### config.mk
export PLATFORM = sky130hd
export DESIGN_NAME = button_conditioner_flat
export DESIGN_NICKNAME = d
export VERILOG_FILES = /design/src/rtl/button_conditioner_if.sv /design/src/rtl/button_conditioner.sv /design/src/flat_wrapper.sv
export SDC_FILE = /design/constraint.sdc
export NUM_CORES = 1
export LEC_CHECK = 0
export ABC_AREA = 1
export BUFFER_PORTS_ARGS = -buffer_cell sky130_fd_sc_hd__buf_2
export CAP_MARGIN = 20
export CORE_MARGIN = 2
export CORE_UTILIZATION = 50
export CTS_CLUSTER_DIAMETER = 150
export DETAILED_ROUTE_END_ITERATION = 12
export PLACE_DENSITY = 0.63
export SYNTH_ARGS = -nofsm -noshare
export SYNTH_HDL_FRONTEND = slang
export SYNTH_SLANG_ARGS = --single-unit
export TNS_END_PERCENT = 20
### constraint.sdc
create_clock -name clock -period 3.8 [get_ports clock]
set_input_delay 0 -clock clock [delete_from_list [all_inputs] [get_ports clock]]
set_output_delay 0 -clock clock [all_outputs]
set_load 0.005 [all_outputs]
### src/rtl/button_conditioner_if.sv
// Button bundle between the board-side pushbuttons and the game FSM.
// The master side is the conditioner: it takes raw active-low buttons
// and produces clean levels and press/release strobes. The slave side is
// whoever supplies the buttons and consumes the conditioned outputs.
interface button_conditioner_if #(
  parameter int BTN_W = 2
);
  logic [BTN_W-1:0] btn_n;        // raw buttons, active-low, asynchronous, bouncy
  logic [BTN_W-1:0] btn_level;    // debounced level, 1 = pressed
  logic [BTN_W-1:0] btn_press;    // one-cycle strobe on accepted press
  logic [BTN_W-1:0] btn_release;  // one-cycle strobe on accepted release
  logic             any_press;    // OR of btn_press, same cycle

  modport master (
    input  btn_n,
    output btn_level,
    output btn_press,
    output btn_release,
    output any_press
  );

  modport slave (
    output btn_n,
    input  btn_level,
    input  btn_press,
    input  btn_release,
    input  any_press
  );
endinterface

### src/rtl/button_conditioner.sv
// Input-side front end for the dice game. Each raw active-low pushbutton is
// inverted, synchronised with two flops and then debounced by a small
// per-channel FSM with a qualification counter, so that one physical press
// yields exactly one btn_press strobe and one release yields one
// btn_release strobe. Channels are fully independent.
module button_conditioner #(
  parameter int BTN_W           = 2,
  parameter int DEBOUNCE_CYCLES = 500000,
  parameter int CNT_W           = 20
) (
  input  logic                 clock,
  input  logic                 reset,
  button_conditioner_if.master btn
);

  // Elaboration-time sanity check of the parameter set: the counter must be
  // able to hold DEBOUNCE_CYCLES-1 and at least one stable cycle is needed.
  if (DEBOUNCE_CYCLES < 1 || (64'd1 << CNT_W) <= 64'(DEBOUNCE_CYCLES)) begin : g_param_check
    $error("button_conditioner: need DEBOUNCE_CYCLES >= 1 and 2**CNT_W > DEBOUNCE_CYCLES");
  end

  typedef enum logic [1:0] {
    RELEASED    = 2'd0,
    PRESS_CHK   = 2'd1,
    PRESSED     = 2'd2,
    RELEASE_CHK = 2'd3
  } state_e;

  // Terminal count: a change is accepted when the counter has reached this
  // value and the synchronised input still disagrees with the current level.
  localparam logic [CNT_W-1:0] CNT_LAST = CNT_W'(DEBOUNCE_CYCLES - 1);

  // Two-stage synchroniser, carrying active-high "pressed" values.
  logic [BTN_W-1:0] sync1_q;
  logic [BTN_W-1:0] sync2_q;

  // Collected per-channel registered outputs.
  logic [BTN_W-1:0] level_vec;
  logic [BTN_W-1:0] press_vec;
  logic [BTN_W-1:0] release_vec;

  // Invert the raw buttons and bring them into the clock domain.
  // NOTE: clocked blocks use non-blocking (<=) so sync2_q samples the old
  // sync1_q; a blocking assignment here would collapse the two stages into one.
  always_ff @(posedge clock or posedge reset) begin
    if (reset) begin
      sync1_q <= '0;
      sync2_q <= '0;
    end else begin
      sync1_q <= ~btn.btn_n;
      sync2_q <= sync1_q;
    end
  end

  for (genvar i = 0; i < BTN_W; i++) begin : g_ch
    state_e           state_q, state_d;
    logic [CNT_W-1:0] cnt_q, cnt_d;
    logic             level_q, level_d;
    logic             press_q, press_d;
    logic             release_q, release_d;
    logic             s;

    assign s = sync2_q[i];

    // Channel state, counter and registered outputs.
    always_ff @(posedge clock or posedge reset) begin
      if (reset) begin
        state_q   <= RELEASED;
        cnt_q     <= '0;
        level_q   <= 1'b0;
        press_q   <= 1'b0;
        release_q <= 1'b0;
      end else begin
        state_q   <= state_d;
        cnt_q     <= cnt_d;
        level_q   <= level_d;
        press_q   <= press_d;
        release_q <= release_d;
      end
    end

    // Debounce decision: qualify a change for DEBOUNCE_CYCLES further
    // stable samples, drop back on any bounce, strobe once on acceptance.
    // NOTE: every _d is given a default before the case so that no path
    // leaves it unassigned, which would otherwise infer a latch.
    always_comb begin
      state_d   = state_q;
      cnt_d     = cnt_q;
      level_d   = level_q;
      press_d   = 1'b0;
      release_d = 1'b0;

      case (state_q)
        RELEASED: begin
          if (s) begin
            state_d = PRESS_CHK;
            cnt_d   = '0;
          end
        end

        PRESS_CHK: begin
          if (!s) begin
            state_d = RELEASED;
          end else if (cnt_q == CNT_LAST) begin
            state_d = PRESSED;
            press_d = 1'b1;
            level_d = 1'b1;
          end else begin
            cnt_d = cnt_q + CNT_W'(1);
          end
        end

        PRESSED: begin
          if (!s) begin
            state_d = RELEASE_CHK;
            cnt_d   = '0;
          end
        end

        RELEASE_CHK: begin
          if (s) begin
            state_d = PRESSED;
          end else if (cnt_q == CNT_LAST) begin
            state_d   = RELEASED;
            release_d = 1'b1;
            level_d   = 1'b0;
          end else begin
            cnt_d = cnt_q + CNT_W'(1);
          end
        end

        default: begin
          state_d = RELEASED;
          cnt_d   = '0;
          level_d = 1'b0;
        end
      endcase
    end

    assign level_vec[i]   = level_q;
    assign press_vec[i]   = press_q;
    assign release_vec[i] = release_q;

    // Strobes on one channel are mutually exclusive and the counter never
    // passes its terminal value.
    a_no_overlap : assert property (@(posedge clock) disable iff (reset)
      !(press_q && release_q));
    a_cnt_bound : assert property (@(posedge clock) disable iff (reset)
      cnt_q <= CNT_LAST);
  end

  assign btn.btn_level   = level_vec;
  assign btn.btn_press   = press_vec;
  assign btn.btn_release = release_vec;
  assign btn.any_press   = |press_vec;

endmodule

### src/flat_wrapper.sv
// flat-port wrapper written by rule: the top's interface ports become plain ports
module button_conditioner_flat 
#(
  parameter int BTN_W           = 2,
  parameter int DEBOUNCE_CYCLES = 500000,
  parameter int CNT_W           = 20
)
  (clock, reset, btn_btn_n, btn_btn_level, btn_btn_press, btn_btn_release, btn_any_press);
  button_conditioner_if #(.BTN_W(BTN_W)) btn_i ();
  input  logic clock;
  input  logic reset;
  input wire logic [$bits(btn_i.btn_n)-1:0] btn_btn_n;
  output wire logic [$bits(btn_i.btn_level)-1:0] btn_btn_level;
  output wire logic [$bits(btn_i.btn_press)-1:0] btn_btn_press;
  output wire logic [$bits(btn_i.btn_release)-1:0] btn_btn_release;
  output wire logic [$bits(btn_i.any_press)-1:0] btn_any_press;
  assign btn_i.btn_n = btn_btn_n;
  assign btn_btn_level = btn_i.btn_level;
  assign btn_btn_press = btn_i.btn_press;
  assign btn_btn_release = btn_i.btn_release;
  assign btn_any_press = btn_i.any_press;
  button_conditioner #(.BTN_W(BTN_W), .DEBOUNCE_CYCLES(DEBOUNCE_CYCLES), .CNT_W(CNT_W)) u_core (.clock(clock), .reset(reset), .btn(btn_i));
endmodule
* After elaboration in Yosys (flattened, before gate mapping)
Cells that the tools add are included.
** Cells by class
- Bitwise operators :: 1
- Equality and inequality tests :: 24
- Reduce and logical (&&, ||, !) cells :: 11
- Add/subtract/negate cells :: 2
- Muxes and demuxes :: 46
** Operators by type and width (count)
- $mux W20 :: 10
- $pmux W20 S4 :: 2
- $add A20 B1 Y20 const B :: 2
- $eq A20 B19 Y1 const B :: 2
- $mux W2 :: 12
- $mux W1 :: 18
- $ne A2 B1 Y1 const B :: 8
- $pmux W2 S4 :: 2
- $reduce_and A4 Y1 :: 4
- $reduce_and A5 Y1 :: 2
- $eq A2 B2 Y1 const B :: 4
- $ne A2 B2 Y1 const B :: 4
- $ne A3 B1 Y1 const B :: 2
- $ne A3 B3 Y1 const B :: 2
- $eq A2 B1 Y1 const B :: 2
- $logic_not A2 Y1 :: 2
- $pmux W1 S2 :: 2
- $reduce_bool A2 Y1 :: 2
- $not A2 Y2 :: 1
- $reduce_or A2 Y1 :: 1
** Storage, ports and cells
- Output and inout port bits :: 7
- Word-level logic and storage cells :: 96
- Register bits after elaboration :: 54

* Longest topological paths before layout
- Depth after elaboration :: 4
- Gate-level depth with buffers :: 10
- Gate-level depth less buffers :: 9

* Worst setup path before layout
No wires, ideal clock.
- Path kind :: register -> register
- Start point :: reg u_core.g_ch[1].cnt_q[0]
- End point :: reg u_core.g_ch[1].cnt_q[0]
- Required time :: 3680 ps
- Slack :: 2257 ps
- Arrival time :: 1423 ps
- Buffers on the path :: 1
- Cell stages (with the launch flop) :: 10
- Period minus slack after synthesis :: 1543 ps
- Cells stage by stage :: dfrtp_1 > ha_1 > nand3_1 > nor2_1 > nand3_2 > nand2_2 > inv_2 > buf_6 > nand3_1 > o21ai_2
** Between the ends
- Longest elaborated chain between the ends :: 4
** Ends and longest elaborated chain
- start: declaration :: line button_conditioner.sv:57 : logic [CNT_W-1:0] cnt_q, cnt_d;
- start signal: assignment :: line button_conditioner.sv:75 : cnt_q <= cnt_d;
- $add A20 B1 Y20 / $eq A20 B19 Y1 (equally long branches)
- $mux W20 * :: line button_conditioner.sv:104, button_conditioner.sv:123
- $mux W20, on equally long branches :: line button_conditioner.sv:121, button_conditioner.sv:102
- $pmux W20 S4 * :: line button_conditioner.sv:93 : case (state_q)
Every way passes the cells marked *; elsewhere a longest branch is shown, timed or not. The select of a mux whose other input is x is not followed.
A chain may end at the register's enable or synchronous reset.

* Worst setup path after layout
- Start point :: reg u_core.g_ch[1].cnt_q[0]
- End point :: reg u_core.g_ch[1].cnt_q[7]
The elaborated chain is that of the path after synthesis.

==> results.yml <==
setup_path:
  crit_required_ns: 4.00
  crit_type: "reg -> reg"
  critical_path_depth: 8
  r2r_setup_slack_ns: 1.70
  critPathBufInv: 1
  path_cells: "ha_1, nand3_1, nor2_1, nand3_2, nand2_2, inv_2, nand3_1, o21ai_2"
  rr_startpoint: "u_core.g_ch[1].cnt_q[0]$_DFFE_PP0P_"
  max_stage_delay_ns: 0.42
  worstReg2RegEnd: "u_core.g_ch[1].cnt_q[7]$_DFFE_PP0P_"
  cp-start-kind: "register"
  cpMostUsedCell: "nand3_1"
  cp_max_fo: 31
  path_delay_family: "simple AND/OR/NAND/NOR gates"
  cpMaxStageDelayCell: "dfrtp_1"
  cp.arrival_ns: 2.30
  startpoint: "u_core.g_ch[1].cnt_q[0]$_DFFE_PP0P_"
  cp-end-kind: "register"
  r2r_cells: 8
  critPathCapture: "u_core.g_ch[1].cnt_q[7]$_DFFE_PP0P_"
global_route:
  grt_pass1_wl_mm: 12.1
  grt_usage: 0.207
  grt_pass1_vias: 2665
  grt_overflow: 0
  antenna_found_initial: 0
  grt_max_degree: 55
drt:
  drt_pass1_iterations: 4
  num_vias: 2804
  wl_per_cell_um: 12.4
  viasPerCell: 5.14
  drtAntennaViolNets: 0
  wirelength_mm: 6.77
  drt_iter0_drc: 136
  drc: 0
clock_tree:
  clk_latency_ns: 0.30
  clk_path_buf_depth: 2
  path_clk_slew_ns: 0.09
  htreeDepth: 2
  clock_sinks: 54
  hold_buffers: 3
  numCtsBuffers: 5
  post_cts_buffers: 0
  cts_tree: "done"
  cts_resized: 0
  ctsRootBufferMaster: "clkbuf_8"
run:
  cap_violations: 0
layout:
  fillers: 608
  utilization: 0.545
  drive_above_1_share: 0.0917
  nets: 474
  area.growth.synth_to_final_pct: 5.41
  diodes: 0
synthesis:
  netlist_instances: 462
  syn_area_sq_um: 3260
  ys_seq_elements: 54
  ys_types: 28
  ys_warn_count: 0
  synth_edf_count: 0
  seq_area_frac_synth: 0.414
  synth_fp_nets: 468
  synthArstFlopShare: 1.00
  avgSynthCellArea_sq_um: 7.06
  yosysTopAreaCellShare: 0.414
  ys.flop_type: "dfrtp_1"
  yosys-top-cells-area: "dfrtp_1, nand2_1, nor2_1"
  yosysTopAreaCell: "dfrtp_1"
sta:
  tightest_slew_ns: 0.672
  worst_slack_ns: 1.70
  min_period_over_period: 0.552
  fin_tns_setup_ns: 0
  hold_viol_final: 0
  clock_skew_ns: 0.00352
  fmax_mhz: 477
  layout_min_cycle_time_ns: 2.10
  finalSetupViolCount: 0
  rsz0062_at_grt: "false"
  timing.hold.ws_ns: 0.355
  maxSlewViolCount: 0
  relSlewSlack: 0.552
power_and_ir_drop:
  p_leak_uw: 0.00148
  powerDensity_nw_per_um2: 301
  ir_drop_mv: 0.255
floorplanning:
  rows: 29
  die_h_um: 84.8
  core-area_sq_um: 6310
  fp.dieW_um: 84.8
  die_area_sq_um: 7190
  ios: 11
  initial_core_util: 0.517
status:
  outcome: "complete, no violations"
place:
  portBuffers: 10
  preCtsSetupSlack_ns: 1.72
  place_congestion: 0.891
  hpwlAfterDp_mm: 4.90
min_path:
  hp-class: "reg -> reg"
==> per-stage QoR <==
stage | total power [uW] | area [sq um] | cells
CTS | 1050 | 3440 | 546
global route | 1090 | 3440 | 546
finish | 1040 | 3440 | 546
detailed placement | 666 | 3300 | 535
floorplan | 656 | 3260 | 462
global placement | 665 | 3300 | 535
==> cell usage in the layout, fill, tap and decap left out <==
cell type and instances:
buf_2 10, ha_1 2, o21ai_2 5, inv_1 41, nand3_1 43, buf_4 3, inv_2 3, or2_0 1
nor2_2 2, nand3_2 3, nand3b_1 2, nand2_1 151, nor3_1 1, o21bai_1 10, nand2_4 1, clkbuf_8 5
bufinv_16 1, dlygate4sd3_1 3, and2_1 2, a21oi_1 1, o21ai_1 1, o21ai_0 33, nor2_1 60, clkbuf_1 1
xor2_1 5, nand2_2 1, clkinvlp_4 1, nand4_1 15, dfrtp_1 54, or2_2 8
==> area by class of cell <==
cell class                 count  area (sq um)  share of cell area
clock inverter                 2          37.5              0.0109
timing repair buffer          16           103              0.0298
inverter                      44           165              0.0480
sequential                    54          1350               0.393
tap                           77          96.3              0.0280
clock buffer                   6          72.6              0.0211
multi-input combinational    347          1610               0.469
==> worst register-to-register path, stage by stage, from the launching register on <==
cell	delay [ns]
dfrtp_1	0.42
ha_1	0.29
nand3_1	0.15
nor2_1	0.16
nand3_2	0.15
nand2_2	0.41
inv_2	0.22
nand3_1	0.14
o21ai_2	0.06
==> worst min-delay path by stage <==
stage	start	endpoint	slack (ns)	cells after the start
after global placement	btn_btn_n[0]	u_core.sync1_q[0]$_DFF_PP0_	0.14	2
after floorplan	btn_btn_n[0]	u_core.sync1_q[0]$_DFF_PP0_	0.06	1
after CTS	btn_btn_n[0]	u_core.sync1_q[0]$_DFF_PP0_	0.35	3
after detailed placement	btn_btn_n[0]	u_core.sync1_q[0]$_DFF_PP0_	0.15	2
final	u_core.sync1_q[1]$_DFF_PP0_	u_core.sync2_q[1]$_DFF_PP0_	0.36	0
after global routing	btn_btn_n[1]	u_core.sync1_q[1]$_DFF_PP0_	0.36	3
==> layer usage <==
layer	vias to the layer above	share of wire	global-route usage
met3	9	0.023	0.0305
li1	1482	-	-
met4	0	0.017	0.0635
met1	1277	0.46	0.250
met2	36	0.50	0.379
met5	-	0	0
==> cell usage after synthesis (5+ instances only) <==
cell type	n
buf_4	10
dfrtp_1	54
inv_1	42
nand2_1	151
nand3_1	43
nand4_1	15
nor2_1	60
o21ai_0	33
o21ai_2	5
o21bai_1	10
or2_2	8
xor2_1	5
==> sequential cells by signal (all words and copies together) (netlist names), named ones only <==
name / flops
u_core.g_ch.cnt_q: 40
u_core.g_ch.level_q: 2
u_core.g_ch.press_q: 2
u_core.g_ch.release_q: 2
u_core.g_ch.state_q: 2
u_core.sync1_q: 2
u_core.sync2_q: 2
==> report_power, final <==
group          total, uW  switching, uW  internal [uW]
Combinational       61.4           45.0           16.4
Clock                380            184            197
Sequential           594           9.58            585
Total               1040            238            798
==> kinds of logic (layout without fill, tap and decap cells) <==
| logic type | after synthesis | count (layout) | synth area share |
|---|---|---|---|
| compound gates | 50 | 50 | 0.0901 |
| fa+ha+maj | 2 | 2 | 0.00767 |
| simple gates | 290 | 290 | 0.383 |
| buf+inv | 61 | 68 | 0.0913 |
| xor+xnor | 5 | 5 | 0.0134 |
| flops | 54 | 54 | 0.414 |
No activity file was read; power rests on OpenSTA's default activity.
